### config.mk
export PLATFORM = sky130hd
export DESIGN_NAME = frame_buffer_ctrl
export DESIGN_NICKNAME = d
export VERILOG_FILES = /design/src/rtl/cam_pkg.sv /design/src/rtl/frame_buffer_ctrl_vsync_edge_det.sv /design/src/rtl/frame_buffer_ctrl.sv
export SDC_FILE = /design/constraint.sdc
export NUM_CORES = 1
export LEC_CHECK = 0
export BUFFER_PORTS_ARGS = -buffer_cell sky130_fd_sc_hd__buf_2
export CELL_PAD_IN_SITES_DETAIL_PLACEMENT = 0
export CELL_PAD_IN_SITES_GLOBAL_PLACEMENT = 1
export CORE_MARGIN = 2
export CORE_UTILIZATION = 38
export CTS_CLUSTER_SIZE = 40
export DETAILED_ROUTE_END_ITERATION = 16
export MAX_ROUTING_LAYER = met4
export PLACE_DENSITY_LB_ADDON = 0.1
export SLEW_MARGIN = 30
export SYNTH_ARGS = -nofsm -noshare
export SYNTH_HDL_FRONTEND = slang
export SYNTH_SLANG_ARGS = --single-unit
### constraint.sdc
create_clock -name clk -period 5.62 [get_ports clk]
set_clock_uncertainty 0.1 [all_clocks]
set_input_delay 1.124 -clock clk [delete_from_list [all_inputs] [get_ports clk]]
set_output_delay 1.124 -clock clk [all_outputs]
set_load 0.02 [all_outputs]
### src/rtl/cam_pkg.sv
// Shared constants and state encoding for the camera frame-buffer controller.
package cam_pkg;

    localparam int FB_PIXELS = 76800;
    localparam int ADDR_W    = 17;

    typedef enum logic [1:0] {
        ST_IDLE      = 2'd0,
        ST_WAIT_SOF  = 2'd1,
        ST_CAPTURE   = 2'd2,
        ST_SWAP_PEND = 2'd3
    } fb_state_t;

    function automatic logic [7:0] sat_inc8(input logic [7:0] v);
        return (v == 8'hFF) ? v : v + 8'd1;
    endfunction

endpackage

### src/rtl/frame_buffer_ctrl_vsync_edge_det.sv
// Start/end-of-frame pulses from a clk-synchronous vsync level.
module vsync_edge_det (
    input  logic i_clk,
    input  logic i_rst,
    input  logic i_vsync,
    output logic o_sof,
    output logic o_eof
);

    logic r_vsync_d;

    // Reset to "active" so a frame already in progress at reset never looks like a fresh SOF.
    always_ff @(posedge i_clk) begin
        if (i_rst) begin
            r_vsync_d <= 1'b1;
        end else begin
            r_vsync_d <= i_vsync;
        end
    end

    assign o_sof = i_vsync & ~r_vsync_d;
    assign o_eof = ~i_vsync & r_vsync_d;

endmodule

### src/rtl/frame_buffer_ctrl.sv
// Double-buffered camera capture controller: writes whole frames into one bank
// and swaps banks with the display during vertical blanking.
//
// state        | meaning
// ST_IDLE      | disarmed, waiting for cmd_start
// ST_WAIT_SOF  | armed, waiting for the next vsync rise
// ST_CAPTURE   | writing pixels of the current frame into wr_bank
// ST_SWAP_PEND | full frame captured, waiting for disp_vblank to swap
module frame_buffer_ctrl
    import cam_pkg::*;
#(
    parameter int FRAME_PIXELS = FB_PIXELS
) (
    input  logic              clk,
    input  logic              rst,
    input  logic              cmd_start,
    input  logic              cmd_stop,
    input  logic              cmd_continuous,
    input  logic              cap_vsync,
    input  logic              cap_wr_en,
    input  logic [ADDR_W-1:0] cap_addr,
    input  logic [15:0]       cap_data,
    input  logic              disp_vblank,
    output logic              fb_wr_en,
    output logic [ADDR_W:0]   fb_wr_addr,
    output logic [15:0]       fb_wr_data,
    output logic              rd_bank,
    output logic              busy,
    output logic              frame_done,
    output logic [7:0]        frame_count,
    output logic [7:0]        drop_count
);

    localparam logic [ADDR_W-1:0] PIX_LIMIT = ADDR_W'(FRAME_PIXELS);

    fb_state_t         r_state;
    fb_state_t         w_state_next;
    logic              r_continuous;
    logic              r_stop_pending;
    logic              r_wr_bank;
    logic [ADDR_W-1:0] r_pix_cnt;
    logic              r_fb_wr_en;
    logic [ADDR_W:0]   r_fb_wr_addr;
    logic [15:0]       r_fb_wr_data;
    logic              r_frame_done;
    logic [7:0]        r_frame_count;
    logic [7:0]        r_drop_count;

    logic              w_sof;
    logic              w_eof;
    logic              w_pix_ok;
    logic              w_accept;
    logic [ADDR_W:0]   w_pix_total;
    logic              w_frame_full;
    logic              w_stop_req;
    logic              w_start_ok;
    logic              w_swap;
    logic              w_drop;
    logic              w_busy;

    vsync_edge_det u_vsync_edge_det (
        .i_clk   (clk),
        .i_rst   (rst),
        .i_vsync (cap_vsync),
        .o_sof   (w_sof),
        .o_eof   (w_eof)
    );

    assign w_pix_ok     = cap_wr_en & (cap_addr < PIX_LIMIT);
    assign w_accept     = (r_state == ST_CAPTURE) & w_pix_ok;
    // Count includes a pixel accepted on the EOF cycle itself.
    assign w_pix_total  = {1'b0, r_pix_cnt} + {{ADDR_W{1'b0}}, w_accept};
    assign w_frame_full = (w_pix_total == {1'b0, PIX_LIMIT});
    assign w_stop_req   = r_stop_pending | cmd_stop;

    always_ff @(posedge clk) begin
        if (rst) begin
            r_state <= ST_IDLE;
        end else begin
            r_state <= w_state_next;
        end
    end

    always_comb begin
        w_state_next = r_state;
        case (r_state)
            ST_IDLE: begin
                if (cmd_start && !cmd_stop) w_state_next = ST_WAIT_SOF;
            end
            ST_WAIT_SOF: begin
                if (cmd_stop)   w_state_next = ST_IDLE;
                else if (w_sof) w_state_next = ST_CAPTURE;
            end
            ST_CAPTURE: begin
                if (w_eof) begin
                    if (w_frame_full)    w_state_next = ST_SWAP_PEND;
                    else if (w_stop_req) w_state_next = ST_IDLE;
                    else                 w_state_next = ST_WAIT_SOF;
                end
            end
            ST_SWAP_PEND: begin
                // A frame starting on the swap cycle is captured straight away.
                if (disp_vblank) begin
                    if (r_continuous && !w_stop_req)
                        w_state_next = w_sof ? ST_CAPTURE : ST_WAIT_SOF;
                    else
                        w_state_next = ST_IDLE;
                end
            end
            default: w_state_next = ST_IDLE;
        endcase
    end

    always_comb begin
        w_start_ok = 1'b0;
        w_swap     = 1'b0;
        w_drop     = 1'b0;
        w_busy     = (r_state != ST_IDLE);
        case (r_state)
            ST_IDLE:      w_start_ok = cmd_start & ~cmd_stop;
            ST_CAPTURE:   w_drop     = w_eof & ~w_frame_full;
            ST_SWAP_PEND: begin
                w_swap = disp_vblank;
                w_drop = w_sof & ~disp_vblank;
            end
            default: ;
        endcase
    end

    always_ff @(posedge clk) begin
        if (rst) begin
            r_continuous   <= 1'b0;
            r_stop_pending <= 1'b0;
            r_wr_bank      <= 1'b0;
            r_pix_cnt      <= '0;
            r_fb_wr_en     <= 1'b0;
            r_fb_wr_addr   <= '0;
            r_fb_wr_data   <= '0;
            r_frame_done   <= 1'b0;
            r_frame_count  <= 8'd0;
            r_drop_count   <= 8'd0;
        end else begin
            r_fb_wr_en   <= w_accept;
            r_frame_done <= w_swap;
            if (w_accept) begin
                r_fb_wr_addr <= {r_wr_bank, cap_addr};
                r_fb_wr_data <= cap_data;
            end
            if (w_swap) begin
                r_wr_bank     <= ~r_wr_bank;
                r_frame_count <= r_frame_count + 8'd1;
            end
            if (w_drop) r_drop_count <= sat_inc8(r_drop_count);
            if (w_start_ok) r_continuous <= cmd_continuous;
            if (w_sof)
                r_pix_cnt <= '0;
            else if (w_accept && (r_pix_cnt != '1))
                r_pix_cnt <= r_pix_cnt + 1'b1;
            if (w_state_next == ST_IDLE)
                r_stop_pending <= 1'b0;
            else if (cmd_stop && ((r_state == ST_CAPTURE) || (r_state == ST_SWAP_PEND)))
                r_stop_pending <= 1'b1;
        end
    end

    assign fb_wr_en    = r_fb_wr_en;
    assign fb_wr_addr  = r_fb_wr_addr;
    assign fb_wr_data  = r_fb_wr_data;
    assign rd_bank     = ~r_wr_bank;
    assign busy        = w_busy;
    assign frame_done  = r_frame_done;
    assign frame_count = r_frame_count;
    assign drop_count  = r_drop_count;

endmodule

==> impl_results.md <==
- Outcome: finished, final reports clean
- Post-synthesis xor/xnor area fraction: 6.302%
- First-pass iteration count of the detailed router: 4
- Biggest area consumer among synthesized cells: sky130_fd_sc_hd__dfxtp_1
- Total power divided by cell area: 244.4 nW/um2
- Simple logic cell fraction of the synthesized area: 28.12%
- Number of sinks on the clock net: 75
- Hold Startpoint: fb_wr_data[15]
- P&R area growth vs syn: 21.03%
- Share of cells above drive strength 1: 23.64%
- Commonest non-fill, non-tap cell in the layout: sky130_fd_sc_hd__buf_2
- Number of nets in the final layout: 558
- Global Route met3 Usage: 3.514%
- Crit path DAT: 4.18 ns
- Clock Power Share: 42.8%
- Compound-gate portion of the synthesized area: 14.69%
- Clock insertion delay at the later pin of the skew report: 0.35 ns
- Synth Warn #: 0
- Final core occ: 47.75%
- Routability congestion estimate from global placement: 0.8167
- Required @ worst endpoint: 5.76 ns
- Longest Clk Path Bufs: 2
- Worst vdd rail ir drop: 0.1057 mV
- Area of the die: 9924 um2
- Count of endpoints failing setup in the final report: 0
- Die height: 99.62 um
- Number of setup buffers added after CTS: 0
- Internal Pwr Total: 0.7763 mW
- Sw Ratio: 24.47%
- Largest fanout on the critical path: 6
- Syn Area/Cell: 8.118 um2
- Most heavily used metal layer in global routing: met2
- Total Neg Setup Slack: 0 ns
- Part of the total power dissipated in combinational logic: 4.8%
- Peak clock frequency supported by timing: 0.2473 GHz
- Number of synthesized flops with an enable pin: 0
- CTS Buf Count: 9
- Cells taking the most area after synthesis: sky130_fd_sc_hd__dfxtp_1, sky130_fd_sc_hd__nand2_1, sky130_fd_sc_hd__a21oi_1
- Final hold slack: 0.3513 ns
- Final cycle utilization of the critical path: 71.94%
- ANT nets after route: 0
- Share of the yosys chip area belonging to registers: 43.21%
- Number of buffers inserted by port buffering: 94
- Via count: 3207
- Wire length of the first global-routing pass: 13.96 mm
- # rows: 34
- Area of the mapped netlist: 3475 um2
- Fillers: 918
- Highest-count cells in the layout ignoring fill and taps: sky130_fd_sc_hd__buf_2, sky130_fd_sc_hd__nand2_1, sky130_fd_sc_hd__dfxtp_1
- Crit path capture type: flip-flop
- Hold_buf cts: 0
- Max Cap Violations: 0
- Quantity of gates resized following cts: 0
- M2 GR Usage: 26.51%
- Hold Path Class: reg2reg
- Tmin final: 4.043 ns
- Tot GR Track Use: 17.97%
- Switching power summed over all nets: 0.2514 mW
- Most used DFF post-synth: sky130_fd_sc_hd__dfxtp_1
- Largest family of logic cells by synthesized area: simple AND/OR/NAND/NOR gates
- Synthesis-stage register bit count: 75
- CTS H-Tree Depth: 3
- 1st-iter DRT viols: 92
- P_leak: 1.720 nW
- Vias in the first global route: 2891
- Max-slew violation count: 0
- Share of the synthesized area in the top cell type: 43.21%
- Die Span X: 99.62 um
- Fraction of the mapped netlist area in adder cells: 2.161%
- Count of pins on the block boundary: 95
- Met1 track utilization from global routing: 24.23%
- Clock tree from TritonCTS: yes
- Post-synthesis cell type count: 51
- Post-synthesis async set-or-reset flop share: 0%
- Core area: 8806 um2
- Setup repair after global routing missed its margin: no
- Number of nets in the synthesized netlist: 475
- Type of the worst setup path: in2reg
- Overflow left after global routing: 0
- Worst relative slew slack: 42.16%
- Seq pwr share: 52.4%
- Portion of netlist area occupied by mux cells: 1.584%
- Actual transition at the worst max-transition pin: 0.8624 ns
- Crit start category: input port
- R2r startpoint: r_state[1]
- Diodes inserted: 0
- Pin count of the biggest net entering global routing: 65
- Critical Path Start: cap_addr[11]
- Starting Density: 39.46%
- Final wirelength: 8.502 mm
- Root cell of the clock tree: sky130_fd_sc_hd__clkbuf_8
- Initial antenna violation count: 0
- Post-detailed-route wirelength per cell: 13.63 um
- Via count normalized by instance count: 5.139
- Non-Filler Instances: 624
- Register-to-Register Setup Slack: 2.10 ns
- Instance count of the mapped netlist: 428
- Number of cells in the design after placement: 608
- Register clock-pin slew on the reported worst setup and hold paths: 0.08 ns
- HPWL after DPL: 5.841 mm
- Detailed-route DRC error count: 0
- Number of hold-slack violations in the final timing report: 0
## routing by layer
layer	part of all wire (%)	wire length [um]
met1	49	4166
met5	0	0
met2	45	3846
met4	0.95	81
met3	4.8	407
## power groups by stage
stage | Clock (mW) | Sequential [mW] | Combinational, mW
global route | 0.478 | 0.539 | 0.0559
CTS | 0.453 | 0.539 | 0.0508
detailed placement | 0 | 0.551 | 0.0505
floorplan | 0 | 0.553 | 0.0245
finish | 0.439 | 0.539 | 0.0498
global placement | 0 | 0.551 | 0.0503
## cell type report
| class | count | area [um2] | share of cell area, % |
|---|---|---|---|
| inverter | 8 | 30.03 | 0.7141 |
| timing repair buffer | 97 | 493.0 | 11.72 |
| clock inverter | 6 | 71.32 | 1.696 |
| sequential | 75 | 1501 | 35.70 |
| tap | 108 | 135.1 | 3.213 |
| clock buffer | 10 | 137.6 | 3.273 |
| multi-input combinational | 320 | 1837 | 43.68 |
## kinds of logic after synthesis
group,count (synthesis)
simple gates,203
compound gates,81
flops,75
buf+inv,33
xor+xnor,25
fa+ha+maj,6
mux,5
## worst paths after layout
kind,cells past startpoint,end
max,14,drop_count[5]
min,2,fb_wr_data[15]
max reg2reg,13,drop_count[5]
min reg2reg,2,fb_wr_data[15]
## flip-flops by register name, indices dropped and copies added (netlist names)
signal                      count
r_state                         2
frame_count                     8
r_continuous                    1
r_wr_bank                       1
r_pix_cnt                      17
u_vsync_edge_det.r_vsync_d      1
drop_count                      8
fb_wr_data                     16
r_stop_pending                  1
frame_done                      1
fb_wr_addr                     18
fb_wr_en                        1
## critical path, stage by stage
cell	delay, ns
sky130_fd_sc_hd__buf_2	0.10
sky130_fd_sc_hd__a21o_1	0.18
sky130_fd_sc_hd__a211o_1	0.31
sky130_fd_sc_hd__a21o_1	0.20
sky130_fd_sc_hd__clkinv_1	0.06
sky130_fd_sc_hd__ha_1	0.24
sky130_fd_sc_hd__ha_1	0.23
sky130_fd_sc_hd__and3_1	0.23
sky130_fd_sc_hd__nand3_1	0.11
sky130_fd_sc_hd__xnor2_1	0.15
sky130_fd_sc_hd__a2111o_1	0.48
sky130_fd_sc_hd__o31ai_4	0.31
sky130_fd_sc_hd__a211oi_1	0.14
sky130_fd_sc_hd__mux2_1	0.33
## stage by stage
| step | setup slack (ns) | power [mW] | instance area [um2] |
|---|---|---|---|
| floorplan | 1.131 | 0.5774 | 3475 |
| global placement | 1.224 | 0.6013 | 3996 |
| detailed placement | 1.183 | 0.6016 | 3996 |
| CTS | 1.571 | 1.043 | 4205 |
| global route | 1.373 | 1.073 | 4205 |
| finish | 1.577 | 1.028 | 4205 |
## synth_stat cells, types with 9 or more instances
library cell / number
sky130_fd_sc_hd__dfxtp_1: 75
sky130_fd_sc_hd__nand3_1: 17
sky130_fd_sc_hd__o21ai_0: 10
sky130_fd_sc_hd__xnor2_1: 13
sky130_fd_sc_hd__nand4_1: 9
sky130_fd_sc_hd__nand2_1: 86
sky130_fd_sc_hd__clkbuf_1: 16
sky130_fd_sc_hd__a21oi_1: 44
sky130_fd_sc_hd__nor2_1: 40
sky130_fd_sc_hd__xor2_1: 12
sky130_fd_sc_hd__nor3_1: 9
No activity file was read; power rests on OpenSTA's default activity.
